<file path="config.mk">
export PLATFORM = sky130hd
export DESIGN_NAME = arcade_input_ctrl
export DESIGN_NICKNAME = d
export VERILOG_FILES = /design/src/rtl/arcade_input_pkg.sv /design/src/rtl/input_pulse_stretch.sv /design/src/rtl/arcade_input_ctrl.sv
export SDC_FILE = /design/constraint.sdc
export NUM_CORES = 1
export LEC_CHECK = 0
export BUFFER_PORTS_ARGS = -buffer_cell sky130_fd_sc_hd__buf_2
export CORE_AREA = 5 5 137 139
export CTS_BUF_LIST = sky130_fd_sc_hd__clkbuf_2 sky130_fd_sc_hd__clkbuf_4 sky130_fd_sc_hd__clkbuf_8
export CTS_CLUSTER_DIAMETER = 30
export DETAILED_ROUTE_END_ITERATION = 7
export DIE_AREA = 0 0 142 144
export GPL_TIMING_DRIVEN = 0
export PLACE_DENSITY = 0.55
export SYNTH_ARGS = -nofsm -noshare
export SYNTH_HDL_FRONTEND = slang
export SYNTH_SLANG_ARGS = --single-unit
</file>
<file path="constraint.sdc">
create_clock -name clk_49m -period 4.4 [get_ports clk_49m]
set_input_delay 0.44 -clock clk_49m [delete_from_list [all_inputs] [get_ports clk_49m]]
set_output_delay 0.44 -clock clk_49m [all_outputs]
set_load 0.02 [all_outputs]
</file>
<file path="src/rtl/arcade_input_pkg.sv">
// Shared constants for the arcade input controller: PS/2 scancodes,
// control-byte and joystick bit positions, and the keyboard latch layout.
package arcade_input_pkg;

    localparam int unsigned JOY_W  = 16;
    localparam int unsigned CTRL_W = 8;

    localparam logic [7:0] SC_START1  = 8'h16;
    localparam logic [7:0] SC_START2  = 8'h1E;
    localparam logic [7:0] SC_COIN1   = 8'h2E;
    localparam logic [7:0] SC_COIN2   = 8'h36;
    localparam logic [7:0] SC_SERVICE = 8'h46;
    localparam logic [7:0] SC_PAUSE   = 8'h4D;
    localparam logic [7:0] SC_UP      = 8'h75;
    localparam logic [7:0] SC_DOWN    = 8'h72;
    localparam logic [7:0] SC_LEFT    = 8'h6B;
    localparam logic [7:0] SC_RIGHT   = 8'h74;
    localparam logic [7:0] SC_FIRE    = 8'h14;

    // Control byte layout: {down, up, right, left, fire, 0, start, coin}
    localparam int unsigned CB_COIN  = 0;
    localparam int unsigned CB_START = 1;
    localparam int unsigned CB_RSVD  = 2;
    localparam int unsigned CB_FIRE  = 3;
    localparam int unsigned CB_LEFT  = 4;
    localparam int unsigned CB_RIGHT = 5;
    localparam int unsigned CB_UP    = 6;
    localparam int unsigned CB_DOWN  = 7;

    localparam int unsigned JB_RIGHT = 0;
    localparam int unsigned JB_LEFT  = 1;
    localparam int unsigned JB_DOWN  = 2;
    localparam int unsigned JB_UP    = 3;
    localparam int unsigned JB_FIRE  = 4;
    localparam int unsigned JB_START = 5;
    localparam int unsigned JB_COIN  = 7;
    localparam int unsigned JB_PAUSE = 8;

    typedef struct packed {
        logic start1;
        logic start2;
        logic coin1;
        logic coin2;
        logic service;
        logic pause;
        logic up;
        logic down;
        logic left;
        logic right;
        logic fire;
    } key_state_t;

endpackage

</file>
<file path="src/rtl/input_pulse_stretch.sv">
// Turns a rising edge on raw_i into a fixed-length pulse; edges arriving
// while a pulse is running are ignored, so a held input yields one pulse.
module input_pulse_stretch #(
    parameter logic [15:0] PULSE_LEN = 16'd49152
) (
    input  logic clk,
    input  logic rst_n,
    input  logic raw_i,
    output logic pulse_c
);

    logic [15:0] cnt_q, cnt_d;
    logic        raw_q;

    always_comb begin
        cnt_d = cnt_q;
        if (cnt_q != 16'd0) begin
            cnt_d = cnt_q - 16'd1;
        end else if (raw_i && !raw_q) begin
            cnt_d = PULSE_LEN;
        end
    end

    // Looks at the next count so the owner's output register shows the pulse one clock after the edge
    assign pulse_c = (cnt_d != 16'd0);

    always_ff @(posedge clk or negedge rst_n) begin
        if (!rst_n) begin
            cnt_q <= 16'd0;
            raw_q <= 1'b0;
        end else begin
            cnt_q <= cnt_d;
            raw_q <= raw_i;
        end
    end

endmodule

</file>
<file path="src/rtl/arcade_input_ctrl.sv">
// Arcade input controller: merges PS/2 keys and joysticks into registered
// per-player control bytes with coin stretching, autofire and a DIP bank.
module arcade_input_ctrl
    import arcade_input_pkg::*;
#(
    parameter int unsigned NUM_PLAYERS    = 2,
    parameter int unsigned DIP_BYTES      = 8,
    parameter logic [7:0]  DIP_INDEX      = 8'd254,
    parameter logic [15:0] COIN_PULSE_LEN = 16'd49152,
    parameter logic [19:0] AUTOFIRE_DIV   = 20'd409600,
    parameter bit          ACTIVE_LOW     = 1'b0
) (
    input  logic                            clk_49m,
    input  logic                            reset,
    input  logic [10:0]                     ps2_key,
    input  logic [JOY_W*NUM_PLAYERS-1:0]    joystick,
    input  logic                            ioctl_wr,
    input  logic [7:0]                      ioctl_index,
    input  logic [24:0]                     ioctl_addr,
    input  logic [7:0]                      ioctl_dout,
    input  logic                            autofire_en,
    output logic [CTRL_W*NUM_PLAYERS-1:0]   player_ctrl,
    output logic [8*DIP_BYTES-1:0]          dip_sw,
    output logic                            service,
    output logic                            pause_btn
);

    localparam int unsigned CTRL_BITS = CTRL_W * NUM_PLAYERS;

    key_state_t             key_q, key_d;
    logic                   toggle_q;
    logic                   key_evt_c;
    logic [19:0]            af_cnt_q;
    logic                   af_phase_q;
    logic [CTRL_BITS-1:0]   ctrl_d, ctrl_q;
    logic                   pause_q;
    logic [NUM_PLAYERS-1:0] joy_pause;
    logic [1:0]             kb_start, kb_coin;
    logic                   unused_key;

    assign key_evt_c  = ps2_key[10] ^ toggle_q;
    assign unused_key = ps2_key[8];

    // Keyboard latches follow the pressed flag of each recognised scancode
    always_comb begin
        key_d = key_q;
        if (key_evt_c) begin
            case (ps2_key[7:0])
                SC_START1:  key_d.start1  = ps2_key[9];
                SC_START2:  key_d.start2  = ps2_key[9];
                SC_COIN1:   key_d.coin1   = ps2_key[9];
                SC_COIN2:   key_d.coin2   = ps2_key[9];
                SC_SERVICE: key_d.service = ps2_key[9];
                SC_PAUSE:   key_d.pause   = ps2_key[9];
                SC_UP:      key_d.up      = ps2_key[9];
                SC_DOWN:    key_d.down    = ps2_key[9];
                SC_LEFT:    key_d.left    = ps2_key[9];
                SC_RIGHT:   key_d.right   = ps2_key[9];
                SC_FIRE:    key_d.fire    = ps2_key[9];
                default:    ;
            endcase
        end
    end

    always_ff @(posedge clk_49m or negedge reset) begin
        if (!reset) begin
            key_q    <= '0;
            toggle_q <= 1'b0;
        end else begin
            key_q    <= key_d;
            toggle_q <= ps2_key[10];
        end
    end

    // Shared autofire square wave, half-period AUTOFIRE_DIV clocks
    always_ff @(posedge clk_49m or negedge reset) begin
        if (!reset) begin
            af_cnt_q   <= 20'd0;
            af_phase_q <= 1'b0;
        end else if (af_cnt_q == AUTOFIRE_DIV - 20'd1) begin
            af_cnt_q   <= 20'd0;
            af_phase_q <= ~af_phase_q;
        end else begin
            af_cnt_q   <= af_cnt_q + 20'd1;
        end
    end

    assign kb_start = {key_q.start2, key_q.start1};
    assign kb_coin  = {key_q.coin2, key_q.coin1};

    for (genvar p = 0; p < NUM_PLAYERS; p++) begin : g_player
        logic [JOY_W-1:0]  joy;
        logic [CTRL_W-1:0] byte_c;
        logic              start_raw, coin_raw, coin_pulse, fire_raw;
        logic              unused_joy;

        assign joy        = joystick[JOY_W*p +: JOY_W];
        assign fire_raw   = joy[JB_FIRE] | key_q.fire;
        assign unused_joy = ^{joy[15:9], joy[6]};

        if (p < 2) begin : g_kb
            assign start_raw = joy[JB_START] | kb_start[p];
            assign coin_raw  = joy[JB_COIN] | kb_coin[p];
        end else begin : g_nokb
            assign start_raw = joy[JB_START];
            assign coin_raw  = joy[JB_COIN];
        end

        input_pulse_stretch #(
            .PULSE_LEN (COIN_PULSE_LEN)
        ) u_coin (
            .clk     (clk_49m),
            .rst_n   (reset),
            .raw_i   (coin_raw),
            .pulse_c (coin_pulse)
        );

        always_comb begin
            byte_c           = '0;
            byte_c[CB_COIN]  = coin_pulse;
            byte_c[CB_START] = start_raw;
            byte_c[CB_FIRE]  = fire_raw & (af_phase_q | ~autofire_en);
            byte_c[CB_LEFT]  = joy[JB_LEFT]  | key_q.left;
            byte_c[CB_RIGHT] = joy[JB_RIGHT] | key_q.right;
            byte_c[CB_UP]    = joy[JB_UP]    | key_q.up;
            byte_c[CB_DOWN]  = joy[JB_DOWN]  | key_q.down;
        end

        assign ctrl_d[CTRL_W*p +: CTRL_W] = byte_c ^ {CTRL_W{ACTIVE_LOW}};
        assign joy_pause[p]               = joy[JB_PAUSE];
    end

    always_ff @(posedge clk_49m or negedge reset) begin
        if (!reset) begin
            ctrl_q  <= {CTRL_BITS{ACTIVE_LOW}};
            pause_q <= 1'b0;
        end else begin
            ctrl_q  <= ctrl_d;
            pause_q <= key_q.pause | (|joy_pause);
        end
    end

    assign player_ctrl = ctrl_q;
    assign pause_btn   = pause_q;
    assign service     = key_q.service;

    // DIP bank has no reset; stored inverted so a zero-initialised array reads FFh
    logic [7:0] dip_inv_q [DIP_BYTES];
    logic       dip_hit_c;

    assign dip_hit_c = ioctl_wr && (ioctl_index == DIP_INDEX)
                       && (ioctl_addr < 25'(DIP_BYTES));

    always_ff @(posedge clk_49m) begin
        for (int unsigned n = 0; n < DIP_BYTES; n++) begin
            if (dip_hit_c && (ioctl_addr[2:0] == 3'(n))) begin
                dip_inv_q[n] <= ~ioctl_dout;
            end
        end
    end

    for (genvar n = 0; n < DIP_BYTES; n++) begin : g_dip
        assign dip_sw[8*n +: 8] = ~dip_inv_q[n];
    end

endmodule

</file>
==> impl_metrics.ini, run 1 <==
[outcome]
status = finished, final reports clean

[timing]
hold_viol = 0
relSlewSlack_pct = 20.2
fmax_ghz = 0.378
max_slew.worst_pin.slew_ps = 1190
finalCritPeriodShare_pct = 60.2
final_max_slew_viol_count = 0
setup_tns_ps = 0
setup_viol = 0
min_period_ps = 2650
finClkSkew_ps = 7.87
rsz0062_at_grt = no

[run]
cap_violations = 0

[detailed_routing]
antenna_left = 0
topRoutingLayerUsed = met4
drt_wl_total_microns = 14000
wirelength_met1_microns = 6480
wire_per_inst_microns = 14.7
drtIter0Drc = 142
via_per_inst = 4.70
first_pass_iters = 4
wl_met3_microns = 791
dr_wl_met2_microns = 6520
dr_total_vias = 4470
drcViolationCount = 0

[worst_setup_path]
path_max_fanout = 8
critical_path_class = in2reg
cp-end-kind = register
cp-start-kind = input pin
required_ps = 4480
regToRegSetupSlack_ps = 1860
worstReg2RegEnd = player_ctrl[8]$_DFF_PN0_
critPathCapture = dip_inv_q[1][3]$_DFFE_PP_
critPathArrivalTime_ps = 2730
rr_worst_depth = 7
cp-startpoint = ioctl_addr[22]
rr_startpoint = g_player[1].u_coin.cnt_q[9]$_DFF_PN0_

[finish]
final_common_cell = buf_2
nFillCells = 1709
area_delta_synth_final_pct = 23.9
register_area_sq_mm = 0.00397
multi_input_area_sq_mm = 0.00196
drive_gt1_share_pct = 30.9
layout_common_cells = 150 x buf_2, 84 x inv_1, 82 x dfrtp_1
nets = 802
utilization_pct = 44.6
antenna_cells = 0

[place]
dp_hpwl_microns = 10500
port_buffers = 150
gp_congestion = 0.825

[die]
start_util_pct = 36.0
rows = 49
die_h_microns = 144
die_area_sq_mm = 0.0204
core_area_sq_mm = 0.0175
ios = 170
dieWidth_microns = 142

[power_and_ir_drop]
power.leakage_nw = 3.50
irDropWorstVdd_uv = 168
power_per_cell_area_mw_per_mm2 = 416
power.total_w = 0.00325

[cts]
cts-hold-fix-buffers = 1
postCtsSetupBuffers = 0
cts_sinks = 146
post_cts_resized = 0
insertion_delay_ps = 460
cts_buffer_depth = 2
cts_buffers = 17
clkTransAtPathRegs_ps = 100
cts-htree-levels = 4
cts_tree = yes
root_buffer = clkbuf_8

[synth]
avgSynthCellArea_sq_um = 11.7
synth_top_cells_by_area = dfrtp_1 33%, edfxtp_1 30%, inv_1 5.0%, xnor2_1 2.9%, nor2_1 2.7%
yosys.area.top_type = dfrtp_1
synth_cell_types = 55
ys_warn_count = 0
synthFlopType = dfrtp_1
netlist_instances = 537
yosysTopAreaCellShare_pct = 32.5
synth_edf_count = 64
syn_area_sq_mm = 0.00630
ys_ff_latch = 146
async_reset_ff_share_pct = 56.2
yosysSeqAreaShare_pct = 63.0

[global_routing]
grt_usage_pct = 14.0
grt_pass1_vias = 4313
antenna_found_initial = 0
grt_pass1_wl_microns = 22300
grt-ovfl-total = 0
grt_max_degree = 48

[worst_hold_path]
holdPathStages = 1
min_path_type = in2reg
## critical path, stage by stage
cell and delay, ps:
buf_2 100, nor4_1 290, nand2_1 80, nor4_1 650, nand2_1 220, nor3_1 940
## cell families after synthesis
| family | count (synthesis) | synth area share, % |
|---|---|---|
| and+or+nand+nor | 205 | 18.4 |
| muxes | 16 | 2.76 |
| adders and majority gates | 5 | 0.992 |
| AOI/OAI and AO/OA | 34 | 3.77 |
| other | 1 | 0.0595 |
| xor gates and xnor gates | 36 | 5.00 |
| buffers and inverters | 94 | 5.99 |
| DFF | 146 | 63.0 |
## synth_stat cells, types with 2 or more instances
cell type / instances
inv_1: 84
dfrtp_1: 82
edfxtp_1: 64
nor2_1: 46
nand2_1: 24
nand3_1: 23
xnor2_1: 21
nor3_1: 18
nor4_1: 15
xor2_1: 15
or2_2: 14
o21ai_0: 12
mux2_2: 11
nand4_1: 11
nand4b_1: 9
nand2b_1: 6
or3_1: 6
ha_1: 5
mux2i_1: 5
nor2b_1: 5
nor3b_1: 5
a21oi_1: 4
clkbuf_1: 4
nor4b_1: 4
and3_1: 3
and4_1: 3
nand3b_1: 3
a31oi_1: 2
a41oi_1: 2
buf_4: 2
buf_6: 2
nor3_2: 2
o21a_1: 2
o311ai_0: 2
## sequential cells by signal, summed over array words and instances (netlist names)
name,flops
af_cnt_q,20
af_phase_q,1
dip_inv_q,64
g_player.u_coin.cnt_q,32
g_player.u_coin.raw_q,2
kb_coin,2
kb_start,2
key_q,6
pause_btn,1
player_ctrl,14
service,1
toggle_q,1
## final cells by class
class,instances,area share (%)
Sequential cell,146,50.9
Multi-Input combinational cell,298,25.0
Timing Repair Buffer,152,10.1
Inverter,84,4.04
Tap cell,229,3.67
Clock buffer,17,2.99
Clock inverter,15,2.47
Buffer,10,0.801
## routing by layer
metal  vias to the layer above  track usage (%)
li1                       2196                -
met1                      2135             18.6
met2                       123             22.0
met3                        16             4.30
met4                         0             4.85
met5                         -                0
## where the power goes
part / internal [W] / leakage (nW) / switching (W)
Combinational: 0.000218 / 1.70 / 0.000286
Clock: 0.000441 / 0.208 / 0.000628
Sequential: 0.00154 / 1.59 / 0.000143
Total: 0.00220 / 3.50 / 0.00106
## how the worst min path moves through the flow
stage	startpoint	slack, ps	endpoint
after floorplan	reset	140	af_cnt_q[0]$_DFF_PN0_
after global placement	af_cnt_q[10]$_DFF_PN0_	460	af_cnt_q[10]$_DFF_PN0_
after detailed placement	reset	440	player_ctrl[7]$_DFF_PN0_
after CTS	ps2_key[10]	60	toggle_q$_DFF_PN0_
after global routing	ps2_key[10]	60	toggle_q$_DFF_PN0_
final	ps2_key[10]	100	toggle_q$_DFF_PN0_
## stage by stage
step                instances  hold slack (ps)  area, sq um  setup WS [ps]
floorplan                 538              144         6310           2150
global placement          917              462         7350           1320
detailed placement        918              444         7380           1230
CTS                       951             64.6         7810           1750
global route              951             60.9         7810           1600
finish                    951              101         7810           1750
(Power assumes the default switching activity.)
==> run 2, diff against run 1 <==
Settings changed: PLACE_DENSITY 0.55 to 0.57.
Clock period 4.4 ns to 2.21 ns, I/O delays scaled along.
==> impl_metrics.ini, run 2 (same netlist as run 1, synthesis figures left out) <==
[outcome]
status = finished, final reports clean

[die]
ios = 170
core_area_sq_mm = 0.0175
dieWidth_microns = 142
die_area_sq_mm = 0.0204
start_util_pct = 36.0
die_h_microns = 144
rows = 49

[power_and_ir_drop]
power_per_cell_area_mw_per_mm2 = 825
power.leakage_nw = 3.64
power.total_w = 0.00674
irDropWorstVdd_uv = 368

[timing]
relSlewSlack_pct = 38.3
finClkSkew_ps = 7.97
finalCritPeriodShare_pct = 99.8
fmax_ghz = 0.453
max_slew.worst_pin.slew_ps = 922
final_max_slew_viol_count = 0
setup_viol = 0
fin_ws_ps = 4.91
rsz0062_at_grt = yes
min_period_ps = 2210
hold_viol = 0

[finish]
largestRegisters = dip_inv_q (64), g_player.u_coin.cnt_q (32), af_cnt_q (20)
final_common_cell = buf_2
stdcell_count = 974
largest_reg_flops = 64
layout_common_cells = 150 x buf_2, 84 x inv_1, 81 x dfrtp_1
drive_gt1_share_pct = 33.7
nets = 825
area_delta_synth_final_pct = 29.7
top_register = dip_inv_q
antenna_cells = 0

[cts]
cts_buffers = 17
cts_tree = yes
cts-htree-levels = 4
clkTransAtPathRegs_ps = 80
root_buffer = clkbuf_8
cts_sinks = 146
insertion_delay_ps = 440
cts_buffer_depth = 2

[place]
place_ws_ps = -566
placed_cells = 918
gp_congestion = 0.836
port_buffers = 150
dp_hpwl_microns = 10400

[detailed_routing]
drcViolationCount = 0
drt_wl_total_microns = 14000
drtIter0Drc = 211
first_pass_iters = 4
wire_per_inst_microns = 14.3
via_per_inst = 4.74
dr_total_vias = 4614
antenna_left = 0

[worst_setup_path]
critical_path_class = reg2reg
critPathArrivalTime_ps = 2520
regToRegSetupSlack_ps = 5
cp-start-kind = register
path_max_fanout = 7
required_ps = 2520
cp-end-kind = register

[global_routing]
met3_usage_pct = 3.97
antenna_found_initial = 0
grt.busiest_layer = met2
grt_usage_pct = 14.0
grt-ovfl-total = 0
grt_pass1_vias = 4522
met2_usage_pct = 22.6
gr-usage-met1_pct = 18.2
grt_max_degree = 51
grt_pass1_wl_microns = 22600

[run]
cap_violations = 0

[worst_hold_path]
min_path_type = in2reg
[run 2: changes by cell type in the layout (fill, tap and decap cells not counted), sizes merged]
cell         delta
dlygate4sd3    +18
buf             +7
bufinv          +3
clkinv          -6
inv             +2
clkbuf          -1
[run 2: repair_timing]
action,CTS,global route
hold buffers,19,0
resized for setup,12,15
buffers inserted,3,4
setup endpoints to repair,17,21
hold endpoints to repair,49,0
pin swaps,4,5
[run 2: report_power, final]
| group | switching (W) | internal [W] |
|---|---|---|
| registers | 0.000316 | 0.00306 |
| logic | 0.000611 | 0.000505 |
| clock network | 0.00108 | 0.00117 |
[run 2: area by class of cell]
class	instances	area, sq um
Timing Repair Buffer	177	1020
Multi-Input combinational cell	298	2090
Tap cell	229	287
Buffer	8	55.1
Clock inverter	14	190
Fill cell	1660	9360
Clock buffer	18	241
Sequential cell	146	3980
Inverter	84	315
[run 2: path summary, 6_finish.rpt]
kind | startpoint | end | cells past startpoint
max | g_player[0].u_coin.cnt_q[3]$_DFF_PN0_ | player_ctrl[0]$_DFF_PN0_ | 7
min | autofire_en | player_ctrl[3]$_DFF_PN0_ | 3
max reg2reg | g_player[0].u_coin.cnt_q[3]$_DFF_PN0_ | player_ctrl[0]$_DFF_PN0_ | 7
min reg2reg | af_cnt_q[10]$_DFF_PN0_ | af_cnt_q[10]$_DFF_PN0_ | 1
max in group asynchronous | reset | af_cnt_q[16]$_DFF_PN0_ | 3
min in group asynchronous | reset | player_ctrl[14]$_DFF_PN0_ | 2
[run 2: stage by stage]
| stage | hold WS (ps) | cell area [sq um] | utilization (%) | setup TNS (ps) |
|---|---|---|---|---|
| detailed placement | 221 | 7380 | 42.1 | -16840 |
| CTS | 71.5 | 8070 | 46.0 | -52.1 |
| floorplan | -74.6 | 6310 | - | 0 |
| global placement | 355 | 7350 | 41.9 | -16510 |
| global route | 105 | 8180 | 46.6 | -134 |
| finish | 109 | 8180 | 46.6 | 0 |
[run 2: worst max-delay path, stage by stage (launching register included)]
cell,delay [ps]
dfrtp_2,450
or4_4,570
nor3_4,260
buf_4,170
nand4b_1,120
nand4b_1,200
o21a_1,130
nand4bb_1,180
[run 2: routing by layer]
layer,up-vias,part of all wire (%)
met1,2217,44
met3,20,6.8
li1,2231,-
met5,-,0
met2,146,47
met4,0,1.6
